<file path="src/rtl/mc_control_if.sv">
// Memory handshake between the multi-cycle control unit and the unified memory.
// The controller drives request, write enable and address select; memory answers with ack.
interface mc_control_if;
  logic mem_req;
  logic mem_we;
  logic iord;
  logic mem_ack;

  modport master (output mem_req, output mem_we, output iord, input mem_ack);
  modport slave  (input mem_req, input mem_we, input iord, output mem_ack);
endinterface

</file>
<file path="src/rtl/mc_control.sv">
// Multi-cycle MIPS control unit: Moore FSM sequencing PC/IR/regfile/ALU/memory,
// with memory-timeout and illegal-opcode traps plus cycle/retired counters.
module mc_control #(
  parameter int CNT_W       = 32,
  parameter int MEM_TIMEOUT = 15,
  parameter int TO_W        = 8
) (
  input  logic             clk,
  input  logic             reset,
  input  logic [31:0]      instr,
  input  logic             alu_zero,
  mc_control_if.master     mem,
  output logic             ir_write,
  output logic             pc_write,
  output logic [1:0]       pc_src,
  output logic             alu_src_a,
  output logic [1:0]       alu_src_b,
  output logic [2:0]       alu_op,
  output logic             ext_op,
  output logic             reg_write,
  output logic [1:0]       reg_dst,
  output logic [1:0]       mem_to_reg,
  output logic [3:0]       state,
  output logic             trap,
  output logic [1:0]       trap_cause,
  output logic [CNT_W-1:0] cycle_count,
  output logic [CNT_W-1:0] instr_count
);

  typedef enum logic [3:0] {
    S_FETCH  = 4'd0,  S_DECODE = 4'd1,  S_EXEC_R = 4'd2,  S_EXEC_I = 4'd3,
    S_ADDR   = 4'd4,  S_MEM_RD = 4'd5,  S_MEM_WR = 4'd6,  S_WB_R   = 4'd7,
    S_WB_I   = 4'd8,  S_WB_MEM = 4'd9,  S_BRANCH = 4'd10, S_JUMP   = 4'd11,
    S_TRAP   = 4'd15
  } state_t;

  typedef struct packed {
    logic       mem_req;
    logic       mem_we;
    logic       iord;
    logic [1:0] pc_src;
    logic       alu_src_a;
    logic [1:0] alu_src_b;
    logic [2:0] alu_op;
    logic       ext_op;
    logic       reg_write;
    logic [1:0] reg_dst;
    logic [1:0] mem_to_reg;
  } ctl_t;

  localparam logic [5:0] OP_RTYPE = 6'h00, OP_J   = 6'h02, OP_JAL  = 6'h03;
  localparam logic [5:0] OP_BEQ   = 6'h04, OP_BNE = 6'h05, OP_ADDI = 6'h08;
  localparam logic [5:0] OP_ANDI  = 6'h0C, OP_ORI = 6'h0D, OP_LW   = 6'h23;
  localparam logic [5:0] OP_SW    = 6'h2B, FN_JR  = 6'h08;

  localparam logic [2:0] ALU_ADD = 3'd0, ALU_SUB = 3'd1, ALU_AND = 3'd2;
  localparam logic [2:0] ALU_OR  = 3'd3, ALU_SLT = 3'd4, ALU_SLL = 3'd5;

  localparam logic [1:0] CAUSE_ILLEGAL = 2'd1, CAUSE_TIMEOUT = 2'd2;
  localparam logic [TO_W-1:0] TIMEOUT_LIMIT = TO_W'(MEM_TIMEOUT);

  state_t          state_reg, state_next;
  ctl_t            ctl_reg;
  logic [TO_W-1:0] wait_reg;
  logic [1:0]      cause_reg, cause_next;
  logic [CNT_W-1:0] cycle_reg, instr_cnt_reg;
  logic            timeout_hit, retire;

  wire [5:0] opcode = instr[31:26];
  wire [5:0] funct  = instr[5:0];
  wire       unused_instr_bits = ^instr[25:6];

  function automatic logic [2:0] r_alu_op(input logic [5:0] fn);
    case (fn)
      6'h20:   return ALU_ADD;
      6'h22:   return ALU_SUB;
      6'h24:   return ALU_AND;
      6'h25:   return ALU_OR;
      6'h2A:   return ALU_SLT;
      6'h00:   return ALU_SLL;
      default: return ALU_ADD;
    endcase
  endfunction

  function automatic state_t dispatch(input logic [5:0] op, input logic [5:0] fn);
    case (op)
      OP_RTYPE: begin
        if (fn == FN_JR) return S_JUMP;
        case (fn)
          6'h20, 6'h22, 6'h24, 6'h25, 6'h2A, 6'h00: return S_EXEC_R;
          default:                                  return S_TRAP;
        endcase
      end
      OP_LW, OP_SW:             return S_ADDR;
      OP_BEQ, OP_BNE:           return S_BRANCH;
      OP_ADDI, OP_ANDI, OP_ORI: return S_EXEC_I;
      OP_J, OP_JAL:             return S_JUMP;
      default:                  return S_TRAP;
    endcase
  endfunction

  // Control word for a state; instr is stable from DECODE onward, so states
  // that depend on it are always entered with a valid IR.
  function automatic ctl_t moore_ctl(input state_t s, input logic [31:0] ins);
    ctl_t c;
    c = '0;
    case (s)
      S_FETCH:  begin c.mem_req = 1'b1; c.alu_src_b = 2'd1; end
      S_DECODE: begin c.alu_src_b = 2'd3; c.ext_op = 1'b1; end
      S_EXEC_R: begin c.alu_src_a = 1'b1; c.alu_op = r_alu_op(ins[5:0]); end
      S_WB_R:   begin c.reg_write = 1'b1; c.reg_dst = 2'd1; end
      S_EXEC_I: begin
        c.alu_src_a = 1'b1;
        c.alu_src_b = 2'd2;
        c.ext_op    = (ins[31:26] == OP_ADDI);
        c.alu_op    = (ins[31:26] == OP_ANDI) ? ALU_AND :
                      (ins[31:26] == OP_ORI)  ? ALU_OR  : ALU_ADD;
      end
      S_WB_I:   c.reg_write = 1'b1;
      S_ADDR:   begin c.alu_src_a = 1'b1; c.alu_src_b = 2'd2; c.ext_op = 1'b1; end
      S_MEM_RD: begin c.mem_req = 1'b1; c.iord = 1'b1; end
      S_MEM_WR: begin c.mem_req = 1'b1; c.iord = 1'b1; c.mem_we = 1'b1; end
      S_WB_MEM: begin c.reg_write = 1'b1; c.mem_to_reg = 2'd1; end
      S_BRANCH: begin c.alu_src_a = 1'b1; c.alu_op = ALU_SUB; c.pc_src = 2'd1; end
      S_JUMP: begin
        c.pc_src = (ins[31:26] == OP_RTYPE) ? 2'd3 : 2'd2;
        if (ins[31:26] == OP_JAL) begin
          c.reg_write  = 1'b1;
          c.reg_dst    = 2'd2;
          c.mem_to_reg = 2'd2;
        end
      end
      default: c = '0;
    endcase
    return c;
  endfunction

  // An ack arriving on the limit cycle completes the access instead of trapping.
  assign timeout_hit = (MEM_TIMEOUT != 0) && ctl_reg.mem_req && !mem.mem_ack &&
                       (wait_reg == TIMEOUT_LIMIT);

  always_comb begin
    state_next = state_reg;
    cause_next = CAUSE_ILLEGAL;
    case (state_reg)
      S_FETCH: begin
        if (mem.mem_ack)      state_next = S_DECODE;
        else if (timeout_hit) begin state_next = S_TRAP; cause_next = CAUSE_TIMEOUT; end
      end
      S_DECODE: state_next = dispatch(opcode, funct);
      S_EXEC_R: state_next = S_WB_R;
      S_EXEC_I: state_next = S_WB_I;
      S_ADDR:   state_next = (opcode == OP_LW) ? S_MEM_RD : S_MEM_WR;
      S_MEM_RD: begin
        if (mem.mem_ack)      state_next = S_WB_MEM;
        else if (timeout_hit) begin state_next = S_TRAP; cause_next = CAUSE_TIMEOUT; end
      end
      S_MEM_WR: begin
        if (mem.mem_ack)      state_next = S_FETCH;
        else if (timeout_hit) begin state_next = S_TRAP; cause_next = CAUSE_TIMEOUT; end
      end
      S_WB_R, S_WB_I, S_WB_MEM, S_BRANCH, S_JUMP: state_next = S_FETCH;
      S_TRAP:   state_next = S_TRAP;
      default:  state_next = S_TRAP;
    endcase
  end

  assign retire = (state_next == S_FETCH) &&
                  (state_reg inside {S_WB_R, S_WB_I, S_WB_MEM, S_MEM_WR, S_BRANCH, S_JUMP});

  always_ff @(posedge clk) begin
    if (reset) begin
      state_reg     <= S_FETCH;
      ctl_reg       <= moore_ctl(S_FETCH, instr);
      wait_reg      <= '0;
      cause_reg     <= 2'd0;
      cycle_reg     <= '0;
      instr_cnt_reg <= '0;
    end else begin
      state_reg <= state_next;
      ctl_reg   <= moore_ctl(state_next, instr);
      cycle_reg <= cycle_reg + 1'b1;
      if (retire) instr_cnt_reg <= instr_cnt_reg + 1'b1;
      if (state_next == S_TRAP && state_reg != S_TRAP) cause_reg <= cause_next;
      if (state_next != state_reg || mem.mem_ack) wait_reg <= '0;
      else if (ctl_reg.mem_req)                    wait_reg <= wait_reg + 1'b1;
    end
  end

  assign mem.mem_req = ctl_reg.mem_req & ~reset;
  assign mem.mem_we  = ctl_reg.mem_we;
  assign mem.iord    = ctl_reg.iord;

  assign ir_write = (state_reg == S_FETCH) && mem.mem_ack && !reset;

  always_comb begin
    pc_write = 1'b0;
    case (state_reg)
      S_FETCH:  pc_write = mem.mem_ack && !reset;
      S_BRANCH: pc_write = instr[26] ? !alu_zero : alu_zero;
      S_JUMP:   pc_write = 1'b1;
      default:  pc_write = 1'b0;
    endcase
  end

  assign pc_src      = ctl_reg.pc_src;
  assign alu_src_a   = ctl_reg.alu_src_a;
  assign alu_src_b   = ctl_reg.alu_src_b;
  assign alu_op      = ctl_reg.alu_op;
  assign ext_op      = ctl_reg.ext_op;
  assign reg_write   = ctl_reg.reg_write;
  assign reg_dst     = ctl_reg.reg_dst;
  assign mem_to_reg  = ctl_reg.mem_to_reg;
  assign state       = state_reg;
  assign trap        = (state_reg == S_TRAP);
  assign trap_cause  = cause_reg;
  assign cycle_count = cycle_reg;
  assign instr_count = instr_cnt_reg;

endmodule

</file>
<file path="src/flat_wrapper.sv">
// flat-port wrapper written by rule: the top's interface ports become plain ports
module mc_control_flat 
#(
  parameter int CNT_W       = 32,
  parameter int MEM_TIMEOUT = 15,
  parameter int TO_W        = 8
)
  (clk, reset, instr, alu_zero, ir_write, pc_write, pc_src, alu_src_a, alu_src_b, alu_op, ext_op, reg_write, reg_dst, mem_to_reg, state, trap, trap_cause, cycle_count, instr_count, mem_mem_req, mem_mem_we, mem_iord, mem_mem_ack);
  mc_control_if mem_i ();
  input  logic clk;
  input  logic reset;
  input  logic [31:0] instr;
  input  logic alu_zero;
  output logic ir_write;
  output logic pc_write;
  output logic [1:0] pc_src;
  output logic alu_src_a;
  output logic [1:0] alu_src_b;
  output logic [2:0] alu_op;
  output logic ext_op;
  output logic reg_write;
  output logic [1:0] reg_dst;
  output logic [1:0] mem_to_reg;
  output logic [3:0] state;
  output logic trap;
  output logic [1:0] trap_cause;
  output logic [CNT_W-1:0] cycle_count;
  output logic [CNT_W-1:0] instr_count;
  output wire logic [$bits(mem_i.mem_req)-1:0] mem_mem_req;
  output wire logic [$bits(mem_i.mem_we)-1:0] mem_mem_we;
  output wire logic [$bits(mem_i.iord)-1:0] mem_iord;
  input wire logic [$bits(mem_i.mem_ack)-1:0] mem_mem_ack;
  assign mem_mem_req = mem_i.mem_req;
  assign mem_mem_we = mem_i.mem_we;
  assign mem_iord = mem_i.iord;
  assign mem_i.mem_ack = mem_mem_ack;
  mc_control #(.CNT_W(CNT_W), .MEM_TIMEOUT(MEM_TIMEOUT), .TO_W(TO_W)) u_core (.clk(clk), .reset(reset), .instr(instr), .alu_zero(alu_zero), .mem(mem_i), .ir_write(ir_write), .pc_write(pc_write), .pc_src(pc_src), .alu_src_a(alu_src_a), .alu_src_b(alu_src_b), .alu_op(alu_op), .ext_op(ext_op), .reg_write(reg_write), .reg_dst(reg_dst), .mem_to_reg(mem_to_reg), .state(state), .trap(trap), .trap_cause(trap_cause), .cycle_count(cycle_count), .instr_count(instr_count));
endmodule
</file>
<file path="config.mk">
export PLATFORM = sky130hd
export DESIGN_NAME = mc_control_flat
export DESIGN_NICKNAME = d
export VERILOG_FILES = /design/src/rtl/mc_control_if.sv /design/src/rtl/mc_control.sv /design/src/flat_wrapper.sv
export SDC_FILE = /design/constraint.sdc
export NUM_CORES = 1
export LEC_CHECK = 0
export CAP_MARGIN = 20
export CORE_ASPECT_RATIO = 0.9
export CORE_MARGIN = 1
export CORE_UTILIZATION = 54
export CTS_BUF_LIST = sky130_fd_sc_hd__clkbuf_2 sky130_fd_sc_hd__clkbuf_4 sky130_fd_sc_hd__clkbuf_8
export CTS_CLUSTER_DIAMETER = 120
export DETAILED_ROUTE_END_ITERATION = 8
export HOLD_SLACK_MARGIN = 0.06
export PLACE_DENSITY_LB_ADDON = 0.25
export SYNTH_ARGS = -nofsm -noshare
export SYNTH_HDL_FRONTEND = slang
export SYNTH_SLANG_ARGS = --single-unit
</file>
<file path="constraint.sdc">
create_clock -name clk -period 5.57 [get_ports clk]
set_clock_uncertainty 0.15 [all_clocks]
set_input_delay 1.114 -clock clk [delete_from_list [all_inputs] [get_ports clk]]
set_output_delay 1.114 -clock clk [all_outputs]
set_load 0.01 [all_outputs]
</file>
==> flow_metrics.tcl, run 1 <==
set metrics [dict create \
    critPathMaxFanout 9 \
    finalWorstSetupSlack_ns 1.41 \
    numPortBuffers 105 \
    powerDensity_mw_per_mm2 309 \
    grt_first_pass_wirelength_um 18300 \
    overflow 0 \
    final_nets 660 \
    syn-cell-area_mm2 0.00468 \
    ys_async_sr_fraction 0 \
    grt_pass1_vias 3811 \
    grt_antenna_before_repair 0 \
    grtUsageTotal 0.253 \
    cts_buffers 9 \
    dr.pass1.iters 6 \
    pre_cts_slack_ns 1.43 \
    finalMaxSlewViolations 0 \
    die_w_um 100 \
    ys_warn_count 0 \
    rsz0062_at_grt "false" \
    io_pins 126 \
    cts_setup_buffers 0 \
    path_clk_slew_ns 0.09 \
    synth_seq_cells 95 \
    synthMuxAreaShare 0.00642 \
    synth-edff-count 0 \
    synthDistinctLibCells 60 \
    synthSimpleGateAreaFrac 0.310 \
    diodes 0 \
    synthAdderAreaFrac 0.00803 \
    via_per_inst 5.56 \
    cp-end-kind "output port" \
    drt_iter0_markers 186 \
    wirelength_um 10800 \
    cp.arrival_ns 2.89 \
    drc 0 \
    p_leak_nw 2.01 \
    tns_ns 0 \
    fin_crit_sh 0.746 \
    drive_gt1_frac 0.0575 \
    worstSetupPathType "primary input to output port" \
    vias 4118 \
    post_cts_resized 0 \
    max_freq_mhz 241 \
    maxCapViolCount 0 \
    synth_xor_area_frac 0.129 \
    critPathRequiredTime_ns 4.31 \
    ant_nets 0 \
    status "complete, no violations" \
    insertion_delay_ns 0.36 \
    total_power_mw 1.81 \
    cts.path.max_buffers 2 \
    core_region_area_mm2 0.00822 \
    maxSlewHeadroom 0.465 \
    syn_nets 580 \
    die-area_mm2 0.00904 \
    fp-row-count 31 \
    ys_seq_area_frac 0.407 \
    place_congestion 0.837 \
    synth.avg_cell_area_um2 8.64 \
    h-tree-depth 3 \
    ctsHoldBuffers 0 \
    final_hold_viol_count 0 \
    post-dp-hpwl_um 7820 \
    fillCellCount 649 \
    initial_core_util 0.569 \
    place_area_mm2 0.00566 \
    root_buffer "clkbuf_8" \
    grt_max_degree 82 \
    synth-compound-area-share 0.0883 \
    finalCriticalPeriod_ns 4.16 \
    post-route-cell-area_mm2 0.00585 \
    min_path_type "register to register" \
    layout-area-overhead-vs-synth_pct 25.1 \
    cts.sinks 95 \
    syn-instance-count 541 \
    yosys_most_used_dff "dfxtp_1" \
    die_h_um 90.3 \
    setup.worst_path.start_class "primary input" \
    cts_tree "built" \
    finalSetupViolations 0 \
    wl_per_cell_um 14.6 \
    tightest_slew_ns 0.803 \
    vdd_drop_max_mv 0.157 \
    synth_top_family_by_area "simple AND/OR/NAND/NOR gates" \
]
[placed cells by master, fill, tap and decap left out, types with 6 or more instances in the layout]
cell / Yosys / layout
clkdlybuf4s50_1: 0 / 104
dfxtp_1: 95 / 95
nor2_1: 84 / 84
xor2_1: 52 / 52
nand2_1: 36 / 36
nand3_1: 25 / 25
a21oi_1: 20 / 20
nor3_1: 17 / 17
nand4_1: 17 / 17
xnor2_1: 17 / 17
and3_1: 14 / 14
o21ai_0: 14 / 14
or3_1: 14 / 14
and4_1: 12 / 12
clkbuf_8: 0 / 10
nor2b_1: 8 / 8
nand2b_1: 6 / 6
[report_power, final]
group / leakage [nW] / internal (mW) / switching, mW
Sequential: 0.768 / 0.722 / 0.0641
Clock: 0.0896 / 0.183 / 0.241
Combinational: 1.16 / 0.251 / 0.349
[path summary, 6_finish.rpt]
path / start / to / slack [ns] / depth (start not counted)
max: instr[26] / pc_write / 1.41 / 6
min: u_core.cycle_count[0]$_SDFF_PP0_ / u_core.cycle_count[0]$_SDFF_PP0_ / 0.32 / 1
max reg2reg: u_core.state[1]$_SDFF_PP0_ / u_core.ctl_reg[16]$_SDFF_PP1_ / 2.49 / 7
min reg2reg: u_core.cycle_count[0]$_SDFF_PP0_ / u_core.cycle_count[0]$_SDFF_PP0_ / 0.32 / 1
[cells by family after synthesis]
family,count (synthesis)
adders and majority gates,3
DFF,95
and+or+nand+nor,266
muxes,3
xor gates and xnor gates,69
buffers and inverters,43
AOI/OAI and AO/OA,62
[worst max-delay path, cell delays in order]
cell and delay [ns]:
clkdlybuf4s50_1 0.67, xor2_1 0.18, nor2_1 0.06, nor3b_1 0.19
or2_2 0.14, clkdlybuf4s50_1 0.54
[cells in the mapped netlist (3+ instances only)]
cell type	number	area (um2)
dfxtp_1	95	1900
nor2_1	84	315
xor2_1	52	455
nand2_1	36	135
nand3_1	25	125
a21oi_1	20	100
nand4_1	17	106
nor3_1	17	85.1
xnor2_1	17	149
and3_1	14	87.6
o21ai_0	14	70.1
or3_1	14	87.6
buf_4	13	97.6
and4_1	12	105
clkbuf_1	11	41.3
buf_2	10	50.1
nor2b_1	8	50.1
nand2b_1	6	37.5
and2_1	5	31.3
nor4_1	5	31.3
inv_1	4	15.0
ha_1	3	37.5
mux2i_1	3	30.0
nand3b_1	3	22.5
nor3b_1	3	22.5
o211ai_1	3	22.5
or2_2	3	18.8
[layer usage]
layer / routed length [um] / vias up / GRT usage / share of wire
met5: 0 / - / 0 / 0
met4: 112 / 0 / 0.0713 / 0.010
met3: 572 / 10 / 0.0503 / 0.053
met2: 5300 / 143 / 0.419 / 0.49
met1: 4860 / 1940 / 0.333 / 0.45
li1: - / 2025 / - / -
[final cells by class]
type                    instances  area [um2]  area share
clock buffers                  11         145      0.0248
well taps                     115         144      0.0246
clock inverters                 5        41.3     0.00706
inverters                       4        15.0     0.00257
repair buffers                108        1070       0.183
flip-flops and latches         95        1900       0.325
multi-input cells             403        2530       0.433
[stage by stage]
step            util  cells  hold WS, ns
2_1_floorplan      -    541        0.315
3_3_place_gp   0.689    725        0.290
3_5_place_dp   0.689    725        0.304
4_1_cts        0.712    741        0.325
5_1_grt        0.712    741        0.359
6_report       0.712    741        0.316
(Power assumes the default switching activity.)
==> run 2: changes to the inputs <==
Settings changed: CORE_UTILIZATION 54 to 45.
Clock period 5.57 ns to 3.6 ns, I/O delays scaled along.
==> flow_metrics.tcl, run 2 (synthesized netlist as in run 1, its figures left out) <==
set metrics [dict create \
    min_path_type "register to register" \
    io_pins 126 \
    numPortBuffers 105 \
    multi_input_area_mm2 0.00253 \
    wirelength_um 11000 \
    cts.sinks 95 \
    cts_tree "built" \
    ctsHoldBuffers 0 \
    p_sw_frac 0.351 \
    most-common-layout-cells "104 x clkdlybuf4s50_1, 95 x dfxtp_1, 84 x nor2_1" \
    die_h_um 98.7 \
    diodes 0 \
    tightest_slew_ns 0.713 \
    maxCapViolCount 0 \
    h-tree-depth 3 \
    p_switching_mw 1.03 \
    fin_crit_sh 0.899 \
    grt_max_degree 59 \
    path_clk_slew_ns 0.09 \
    p_leak_nw 2.08 \
    cp-end-kind "output port" \
    finalSetupViolations 0 \
    via_per_inst 5.38 \
    die-area_mm2 0.0108 \
    initial_core_util 0.474 \
    powerDensity_mw_per_mm2 491 \
    drc 0 \
    final_hold_viol_count 0 \
    rsz0062_at_grt "false" \
    vias 4110 \
    finalCriticalPeriod_ns 3.24 \
    final-instance-count-excl-fill 764 \
    die_w_um 109 \
    status "complete, no violations" \
    critPathRequiredTime_ns 2.73 \
    drive_gt1_frac 0.0752 \
    overflow 0 \
    root_buffer "clkbuf_8" \
    drt_iter0_markers 250 \
    seqCellArea_mm2 0.00190 \
    pre_cts_slack_ns 0.296 \
    finalMaxSlewViolations 0 \
    setup.worst_path.start_class "primary input" \
    insertion_delay_ns 0.37 \
    tns_ns 0 \
    place_congestion 0.865 \
    clock_power_share 0.242 \
    cts.path.max_buffers 2 \
    critPathMaxFanout 6 \
    post-dp-hpwl_um 7950 \
    cp.arrival_ns 2.37 \
    fp-row-count 34 \
    worstSetupPathType "primary input to output port" \
    ant_nets 0 \
    grt_antenna_before_repair 0 \
    internal-power_mw 1.90 \
    cts_buffers 9 \
    grt_pass1_vias 3761 \
    finalWorstSetupSlack_ns 0.363 \
    wl_per_cell_um 14.3 \
    max_freq_mhz 309 \
    fillCellCount 888 \
    vdd_drop_max_mv 0.297 \
    seqPwrFrac 0.416 \
    grt_first_pass_wirelength_um 18400 \
    hold_ws_ns 0.316 \
    final_common_cell "clkdlybuf4s50_1" \
    core_region_area_mm2 0.00987 \
    grtUsageTotal 0.213 \
    maxSlewHeadroom 0.524 \
    comb_power_share 0.342 \
    layout-area-overhead-vs-synth_pct 27.6 \
    dr.pass1.iters 4 \
    cts_setup_buffers 0 \
    dp.cells 748 \
    post_cts_resized 0 \
    final_nets 672 \
]
run 2: cell count changes in the layout (fill, tap and decap cells not counted):
cell	change
buf_4	+12
bufinv_16	+1
clkbuf_8	-1
clkinv_2	+1
clkinvlp_4	-1
run 2: stage by stage:
step / instance area [um2] / power (mW) / util
global route: 5970 / 3.11 / 0.605
floorplan: 4680 / 1.91 / -
global placement: 5770 / 2.22 / 0.584
finish: 5970 / 2.93 / 0.605
CTS: 5970 / 2.95 / 0.605
detailed placement: 5770 / 2.24 / 0.584
run 2: worst paths after layout:
path                                          from                                 to  slack, ns  cells past startpoint
setup / recovery                       mem_mem_ack                           pc_write       0.36                      5
hold / removal    u_core.cycle_count[0]$_SDFF_PP0_   u_core.cycle_count[0]$_SDFF_PP0_       0.32                      1
setup reg to reg        u_core.state[0]$_SDFF_PP0_  u_core.trap_cause[1]$_SDFFE_PP0P_       0.71                      7
hold reg to reg   u_core.cycle_count[0]$_SDFF_PP0_   u_core.cycle_count[0]$_SDFF_PP0_       0.32                      1
run 2: cell type report:
class / instances / area share
Sequential cell: 95 / 0.319
Clock inverter: 6 / 0.0115
Clock buffer: 10 / 0.0220
Timing Repair Buffer: 120 / 0.194
Inverter: 4 / 0.00252
Tap cell: 126 / 0.0264
Multi-Input combinational cell: 403 / 0.425
run 2: power by group through the flow:
stage	Clock [mW]	Sequential (mW)	Combinational, mW
floorplan	0	1.20	0.712
global placement	0	1.24	0.981
detailed placement	0	1.24	0.995
CTS	0.735	1.22	1.00
global route	0.780	1.24	1.09
finish	0.709	1.22	1.00
run 2: routing by layer:
| layer | global-route usage | part of all wire | routed length, um | vias to the layer above |
|---|---|---|---|---|
| met5 | 0 | 0 | 0 | - |
| met4 | 0.0585 | 0.011 | 121 | 0 |
| met3 | 0.0549 | 0.065 | 711 | 13 |
| met2 | 0.341 | 0.47 | 5150 | 112 |
| met1 | 0.283 | 0.45 | 4970 | 1924 |
| li1 | - | - | - | 2061 |
run 2: critical path, cell delays in order:
cell	delay, ns
clkdlybuf4s50_1	0.63
nand2_1	0.09
nor3_1	0.24
or2_2	0.17
clkdlybuf4s50_1	0.53
